`src/rtl/accum_stream_tx.sv`:
```
// Accumulator result FIFO + two-beat AXI4-Stream transmitter with overflow tracking.
// Optional macro ACCUM_STREAM_TX_SEQ_EN: carry a per-result sequence number in beat1's upper half.
module accum_stream_tx #(
  parameter int FIFO_AW   = 4,
  parameter int SEQ_WIDTH = 16
) (
  input  logic               clk,
  input  logic               rst_n,
  input  logic               valid_in,
  input  logic [47:0]        data_in,
  input  logic               clr_ovf,
  output logic [31:0]        m_axis_tdata,
  output logic               m_axis_tvalid,
  input  logic               m_axis_tready,
  output logic               m_axis_tlast,
  output logic               overflow,
  output logic [15:0]        drop_cnt,
  output logic [FIFO_AW:0]   fifo_level
);

  localparam int DEPTH = 2 ** FIFO_AW;
  localparam int LVL_W = FIFO_AW + 1;
`ifdef ACCUM_STREAM_TX_SEQ_EN
  localparam int EW = 48 + SEQ_WIDTH;
`else
  localparam int EW = 48;
`endif

  if (SEQ_WIDTH < 1 || SEQ_WIDTH > 16) begin : g_bad_seq_width
    $error("accum_stream_tx: SEQ_WIDTH must be in 1..16");
  end

  typedef enum logic [1:0] {
    ST_IDLE  = 2'd0,
    ST_BEAT0 = 2'd1,
    ST_BEAT1 = 2'd2
  } state_t;

  state_t               r_state;
  state_t               w_state_nxt;
  logic                 w_pop;

  logic [EW-1:0]        r_mem [DEPTH];
  logic [FIFO_AW-1:0]   r_wr_ptr;
  logic [FIFO_AW-1:0]   r_rd_ptr;
  logic [LVL_W-1:0]     r_level;
  logic [47:0]          r_out_data;
  logic                 r_overflow;
  logic [15:0]          r_drop_cnt;

  logic                 w_full;
  logic                 w_empty;
  logic                 w_wr;
  logic                 w_drop;
  logic [EW-1:0]        w_wr_entry;
  logic [EW-1:0]        w_rd_entry;
  logic [15:0]          w_hi16;

  assign w_full     = (r_level == LVL_W'(DEPTH));
  assign w_empty    = (r_level == '0);
  assign w_wr       = valid_in & ~w_full;
  assign w_drop     = valid_in & w_full;
  assign w_rd_entry = r_mem[r_rd_ptr];

`ifdef ACCUM_STREAM_TX_SEQ_EN
  logic [SEQ_WIDTH-1:0] r_seq;
  logic [SEQ_WIDTH-1:0] r_out_seq;

  // Sequence advances on every strobe, so dropped results show up as gaps.
  always_ff @(posedge clk or negedge rst_n) begin
    if (!rst_n) begin
      r_seq <= '0;
    end else if (valid_in) begin
      r_seq <= r_seq + SEQ_WIDTH'(1);
    end
  end

  always_ff @(posedge clk or negedge rst_n) begin
    if (!rst_n) begin
      r_out_seq <= '0;
    end else if (w_pop) begin
      r_out_seq <= w_rd_entry[EW-1:48];
    end
  end

  assign w_wr_entry = {r_seq, data_in};
  assign w_hi16     = 16'(r_out_seq);
`else
  assign w_wr_entry = data_in;
  assign w_hi16     = {16{r_out_data[47]}};
`endif

  always_ff @(posedge clk) begin
    if (w_wr) begin
      r_mem[r_wr_ptr] <= w_wr_entry;
    end
  end

  always_ff @(posedge clk or negedge rst_n) begin
    if (!rst_n) begin
      r_wr_ptr <= '0;
      r_rd_ptr <= '0;
      r_level  <= '0;
    end else begin
      if (w_wr) begin
        r_wr_ptr <= r_wr_ptr + FIFO_AW'(1);
      end
      if (w_pop) begin
        r_rd_ptr <= r_rd_ptr + FIFO_AW'(1);
      end
      case ({w_wr, w_pop})
        2'b10:   r_level <= r_level + LVL_W'(1);
        2'b01:   r_level <= r_level - LVL_W'(1);
        default: r_level <= r_level;
      endcase
    end
  end

  // A drop in the same cycle as a clear wins: the new drop is the first one counted.
  always_ff @(posedge clk or negedge rst_n) begin
    if (!rst_n) begin
      r_overflow <= 1'b0;
      r_drop_cnt <= '0;
    end else if (w_drop) begin
      r_overflow <= 1'b1;
      if (clr_ovf) begin
        r_drop_cnt <= 16'd1;
      end else if (r_drop_cnt != 16'hFFFF) begin
        r_drop_cnt <= r_drop_cnt + 16'd1;
      end
    end else if (clr_ovf) begin
      r_overflow <= 1'b0;
      r_drop_cnt <= '0;
    end
  end

  always_ff @(posedge clk or negedge rst_n) begin
    if (!rst_n) begin
      r_state <= ST_IDLE;
    end else begin
      r_state <= w_state_nxt;
    end
  end

  always_comb begin
    w_state_nxt = r_state;
    w_pop       = 1'b0;
    case (r_state)
      ST_IDLE: begin
        if (!w_empty) begin
          w_pop       = 1'b1;
          w_state_nxt = ST_BEAT0;
        end
      end
      ST_BEAT0: begin
        if (m_axis_tready) begin
          w_state_nxt = ST_BEAT1;
        end
      end
      ST_BEAT1: begin
        if (m_axis_tready) begin
          if (!w_empty) begin
            w_pop       = 1'b1;
            w_state_nxt = ST_BEAT0;
          end else begin
            w_state_nxt = ST_IDLE;
          end
        end
      end
      default: w_state_nxt = ST_IDLE;
    endcase
  end

  always_ff @(posedge clk or negedge rst_n) begin
    if (!rst_n) begin
      r_out_data <= '0;
    end else if (w_pop) begin
      r_out_data <= w_rd_entry[47:0];
    end
  end

  // Outputs decode only registered state, so tvalid never depends on tready.
  always_comb begin
    m_axis_tvalid = 1'b0;
    m_axis_tlast  = 1'b0;
    m_axis_tdata  = '0;
    case (r_state)
      ST_BEAT0: begin
        m_axis_tvalid = 1'b1;
        m_axis_tdata  = r_out_data[31:0];
      end
      ST_BEAT1: begin
        m_axis_tvalid = 1'b1;
        m_axis_tlast  = 1'b1;
        m_axis_tdata  = {w_hi16, r_out_data[47:32]};
      end
      default: ;
    endcase
  end

  assign overflow   = r_overflow;
  assign drop_cnt   = r_drop_cnt;
  assign fifo_level = r_level;

endmodule
```
`config.mk`:
```
export PLATFORM = sky130hd
export DESIGN_NAME = accum_stream_tx
export DESIGN_NICKNAME = d
export VERILOG_FILES = /design/src/rtl/accum_stream_tx.sv
export SDC_FILE = /design/constraint.sdc
export NUM_CORES = 1
export LEC_CHECK = 0
export CAP_MARGIN = 20
export CORE_MARGIN = 2
export CORE_UTILIZATION = 60
export DETAILED_ROUTE_END_ITERATION = 12
export PLACE_DENSITY = 0.82
export SLEW_MARGIN = 10
export SYNTH_ARGS = -nofsm -noshare
export SYNTH_HDL_FRONTEND = slang
export SYNTH_SLANG_ARGS = --single-unit
```
`constraint.sdc`:
```
create_clock -name clk -period 10.21 [get_ports clk]
set_input_delay 2.042 -clock clk [delete_from_list [all_inputs] [get_ports clk]]
set_output_delay 2.042 -clock clk [all_outputs]
set_load 0.005 [all_outputs]
```
Word level (Yosys, flattened, before mapping)
Memories as Yosys holds them, arrays and structs flattened. A register that Yosys moved wholly into a read port is not among the register bits.
Cells that the tools add are included.
{"block": "word_totals", "ramBits": 768, "elab_cells": 53, "mem_count": 1, "ff_bits": 32, "inputBits": 53}
{"name": "r_mem", "words": 16, "word_bits": 48, "read_ports": 1, "rd_clocked_by_memory_dff": 1, "write_ports": 1, "line_no": "43", "rtl": "logic [EW-1:0] r_mem [DEPTH];"}
{"block": "op_classes", "addsub": 5, "eq_ne": 9, "reduce_logical": 9, "bitwise": 3, "n_mux": 20}
{"operator": "2-to-1 mux 16 bit", "count": 4}
{"operator": "case mux 32 bit (2 select lines)", "count": 1}
{"operator": "adder 16 x 1 -> 16 bit (second input constant)", "count": 1}
{"operator": "!= test 16 bit (second input constant)", "count": 1}
{"operator": "case mux 5 bit (2 select lines)", "count": 1}
{"operator": "2-to-1 mux 1 bit", "count": 9}
{"operator": "adder 4 x 1 -> 4 bit (second input constant)", "count": 2}
{"operator": "2-to-1 mux 2 bit", "count": 3}
{"operator": "!= test 2 bit (second input constant)", "count": 3}
{"operator": "case mux 2 bit (3 select lines)", "count": 1}
{"operator": "nonzero test 2 bit", "count": 3}
{"operator": "adder 5 x 1 -> 5 bit (second input constant)", "count": 1}
{"operator": "== test 5 bit (second input constant)", "count": 1}
{"operator": "zero test 5 bit", "count": 1}
{"operator": "subtractor 5 x 1 -> 5 bit (second input constant)", "count": 1}
{"operator": "== test 2 x 1 -> 1 bit (second input constant)", "count": 2}
{"operator": "== test 2 bit (second input constant)", "count": 2}
{"operator": "AND reduction 3 bit", "count": 1}
{"operator": "bitwise AND 1 bit", "count": 2}
{"operator": "zero test 2 bit", "count": 1}
{"operator": "case mux 1 bit (2 select lines)", "count": 1}
{"operator": "AND reduction 2 bit", "count": 1}
{"operator": "OR reduction 2 bit", "count": 1}
{"operator": "zero test 1 bit", "count": 1}
{"operator": "inverter 1 bit", "count": 1}

Logic depth before layout (Yosys ltp)
{"block": "depth", "depth_word": 6, "mapped_depth": 15}

Least setup slack after synthesis
No wires, ideal clock.
{"block": "synth_timing", "path_kind": "input-to-reg", "from": "in valid_in", "to": "mem r_mem[3][0] (enable)", "required_time_ns": 9.697, "path_slack_ns": 3.707, "setup_time_ns": 0.513, "stages": 3, "arrival_time_ns": 5.991, "path_cell_list": "a21boi_1 -> nand2_1 -> nor3_1"}
{"block": "synth_via", "elab_chain_len": 3}
{"item": "from (decl)", "line_no": "9", "rtl": "input logic valid_in,"}
{"item": "bitwise AND 1 bit", "line_no": "61", "rtl": "assign w_wr = valid_in & ~w_full;"}
{"item": "2-to-1 mux 1 bit", "line_no": "94", "rtl": "if (w_wr) begin"}
{"item": "2-to-1 mux 1 bit (not written as such)", "line_no": "95", "rtl": "r_mem[r_wr_ptr] <= w_wr_entry;"}
{"item": "to (decl)", "line_no": "43"}
No other way between the ends.

Final worst setup path
{"block": "layout_timing", "from": "reg r_state[0]", "to": "out m_axis_tdata[15]"}
{"block": "layout_via", "elab_chain_len": 2, "elab_cells_between_ends": 3}
{"item": "from (decl)", "line_no": "39", "rtl": "state_t r_state;"}
{"item": "from (signal assigned)", "line_no": "141", "rtl": "r_state <= w_state_nxt;"}
{"item": "== test 2 bit / == test 2 x 1 -> 1 bit (equally long branches)", "line_no": "187", "rtl": "case (r_state)"}
{"item": "case mux 32 bit (2 select lines) (*)", "line_no": "187"}
{"item": "to (decl)", "line_no": "12", "rtl": "output logic [31:0] m_axis_tdata,"}
Every way passes the cells marked *; elsewhere a longest branch is shown, timed or not.

==> impl_metrics.toml <==
[grt]
grt_pass1_vias = 17094
grt_max_degree = 109
antenna_found_initial = 4
grt_usage_pct = 25.9
grt_pass1_wl_um = 108000
overflow = 0

[cts]
cts_tree = "done"
cts_hold_buf = 0
postCtsSetupRepairBufs = 0
htreeDepth = 3
cts.sinks = 848
root_buffer = "clkbuf_16"
cts_resized = 0
clkSlewWorstSetupHoldPaths_ns = 0.06
numCtsBuffers = 80
clk_latency_ns = 0.64
cts_buffer_depth = 3

[yosys]
synth_top_family_by_area = "multiplexers"
yosys.area_share.simple_pct = 3.22
synth_xor_xnor_area_share_pct = 0.553
yosysSeqAreaShare_pct = 75.4
synthArstFlopShare_pct = 9.43
syn_inst = 1649
yosysUniqueCellTypes = 52
yosysWarnings = 0
ys_ff_latch = 848
synth_adder_area_share_pct = 0.625
syn_nets = 1718
muxShareOfSynthArea_pct = 16.2
synth_flop_cell = "edfxtp_1"
syn_area_per_cell_sq_um = 20.2
synth_compound_area_share_pct = 2.43
syn_area_sq_um = 33200
synth-edff-count = 768

[hold_path]
hold_class = "register to register"

[timing]
rsz0062_at_grt = "false"
clock.fmax_mhz = 196
worstMarginPinSlew_ns = 0.924
setup_viol = 0
drv_slew = 0
final_hold_viol_count = 0
period_needed_ns = 5.11
maxSlewHeadroom_pct = 38.4
period_share_pct = 50.1
setup_tns_ns = 0
finClkSkew_ns = 0.0222

[floorplan]
coreArea_sq_um = 55000
start_util_pct = 60.5
die_h_um = 239
die_area_sq_um = 57300
io_pins = 109
std_cell_rows = 86
die_w_um = 239

[routing]
via_per_inst = 6.32
drtIter0Drc = 1625
drc = 0
via_count = 16381
drt_pass1_iterations = 5
routed_wl_um = 71600
antenna_left = 0
wl_per_cell_um = 27.6

[cells_and_area]
antennaDiodeCount = 0
area_growth_pct = 13.9
layout.nets = 1847
drive_above_1_share_pct = 23.3
utilization_pct = 68.8

[pwr]
switchingPower_mw = 3.23
power_density_nw_per_um2 = 280
power_mw = 10.6
p_seq_share_pct = 43.5
p_clk_share_pct = 28.4
swShare_pct = 30.5
p_leak_nw = 12.4
peakVddDrop_uv = 276
share_comb_of_total_power_pct = 28.1
p_int_mw = 7.37

[status]
status = "completed"

[placed_design]
place.port_buffers = 108
gp_congestion = 0.789
place_hpwl_um = 37500

[worst_setup_path]
critPathMaxFanout = 20
worst_setup_path_start_kind = "register"
crit_required_ns = 8.17
cp_data_arrival_time_ns = 3.07
path_class = "register to output port"
cp-end-kind = "output port"

[flow_run]
cap_violations = 0
[cells in the final DEF, fill, tap and decap left out, types with 3 or more instances in the layout]
cell and count:
dfrtp_4 4, bufinv_16 8, nor3_1 5, clkinv_1 10, clkbuf_1 13, nor3_2 4, nor2b_1 17, clkbuf_8 5
xnor2_1 15, edfxtp_1 768, o21ai_0 99, clkinvlp_4 6, mux2i_1 48, mux2_2 48, a22oi_1 15, nand3_1 7
nand2_1 132, dfrtp_1 76, a21oi_1 4, nor2_4 13, ha_1 14, nand4_1 8, a21boi_0 17, clkinv_2 17
nor2_1 23, clkdlybuf4s50_1 107, inv_1 11, xor2_1 6, buf_4 28, nand2b_1 3, mux4_2 193, inv_6 3
clkbuf_16 82
[cell type report]
type / instances / area [sq um]
fill: 3206 / 17100
clock inverter: 49 / 504
clock buffer: 100 / 2170
inverter: 11 / 41.3
tap: 748 / 936
sequential: 848 / 25100
timing repair buffer: 138 / 1350
multi-input combinational: 699 / 7770
[worst max-delay path: stages, from the launching register on]
cell,delay (ns)
dfrtp_1,0.43
inv_1,0.11
ha_1,0.14
buf_4,0.30
nand2_1,0.54
a21boi_0,0.37
clkdlybuf4s50_1,0.54
[worst paths after layout]
kind	start	end	slack, ns	cells past startpoint
setup / recovery	r_state[0]	m_axis_tdata[15]	5.10	6
max in group asynchronous	rst_n	r_rd_ptr[0]	8.01	3
hold reg to reg	r_out_data[39]	r_out_data[39]	0.48	2
hold / removal	r_out_data[39]	r_out_data[39]	0.48	2
setup reg to reg	fifo_level[0]	fifo_level[4]	6.06	11
min in group asynchronous	rst_n	overflow	1.26	1
[per-stage QoR]
step,std cells,hold WS (ns),instance area (sq um),setup WS [ns]
finish,2593,0.482,37900,5.10
global route,2593,0.522,37900,4.88
CTS,2591,0.485,37800,5.05
floorplan,1649,0.448,33200,3.71
global placement,2442,0.464,35100,4.75
detailed placement,2442,0.472,35100,4.63
[routing by layer]
layer	track usage, %	share of wire (%)	vias up
li1	-	-	6890
met1	34.0	38	8586
met2	43.1	51	739
met3	5.45	7.5	162
met4	9.77	3.6	4
met5	0	0.035	-
[power by group through the flow]
stage	Clock, mW	Sequential [mW]	Combinational (mW)
3_3_place_gp	0	4.64	2.88
6_report	3.01	4.61	2.98
3_5_place_dp	0	4.67	2.96
4_1_cts	3.05	4.61	3.02
2_1_floorplan	0	4.43	2.23
5_1_grt	3.16	4.65	3.23
[cell families (layout without fill, tap and decap cells)]
group,after synthesis,in the layout
muxes,291,291
and+or+nand+nor,229,229
xor gates and xnor gates,21,21
DFF,848,848
adders and majority gates,16,16
buffers and inverters,102,298
AOI/OAI and AO/OA,142,142
[registers in the layout, summed over array words and instances (netlist names)]
signal,cells
r_mem,768
r_out_data,48
drop_cnt,16
fifo_level,5
r_rd_ptr,4
r_wr_ptr,4
r_state,2
overflow,1
[cell usage after synthesis (7+ instances only)]
cell type    n  share of area [%]
xnor2_1     15               0.40
mux4_2     193                 13
ha_1        15               0.56
buf_2       46               0.69
a22oi_1     15               0.34
buf_1        9               0.10
nor2b_1     17               0.32
nor2_1      35               0.40
inv_1       11               0.12
edfxtp_1   768                 69
a21boi_0    17               0.38
nand3_1      7               0.11
dfrtp_1     80                6.0
mux2_2      48                1.6
mux2i_1     48                1.4
buf_6        7               0.24
nor3_1       9               0.14
o21ai_0     99                1.5
nand4_1      8               0.15
clkbuf_1    21               0.24
nand2_1    132                1.5
(Power assumes the default switching activity.)
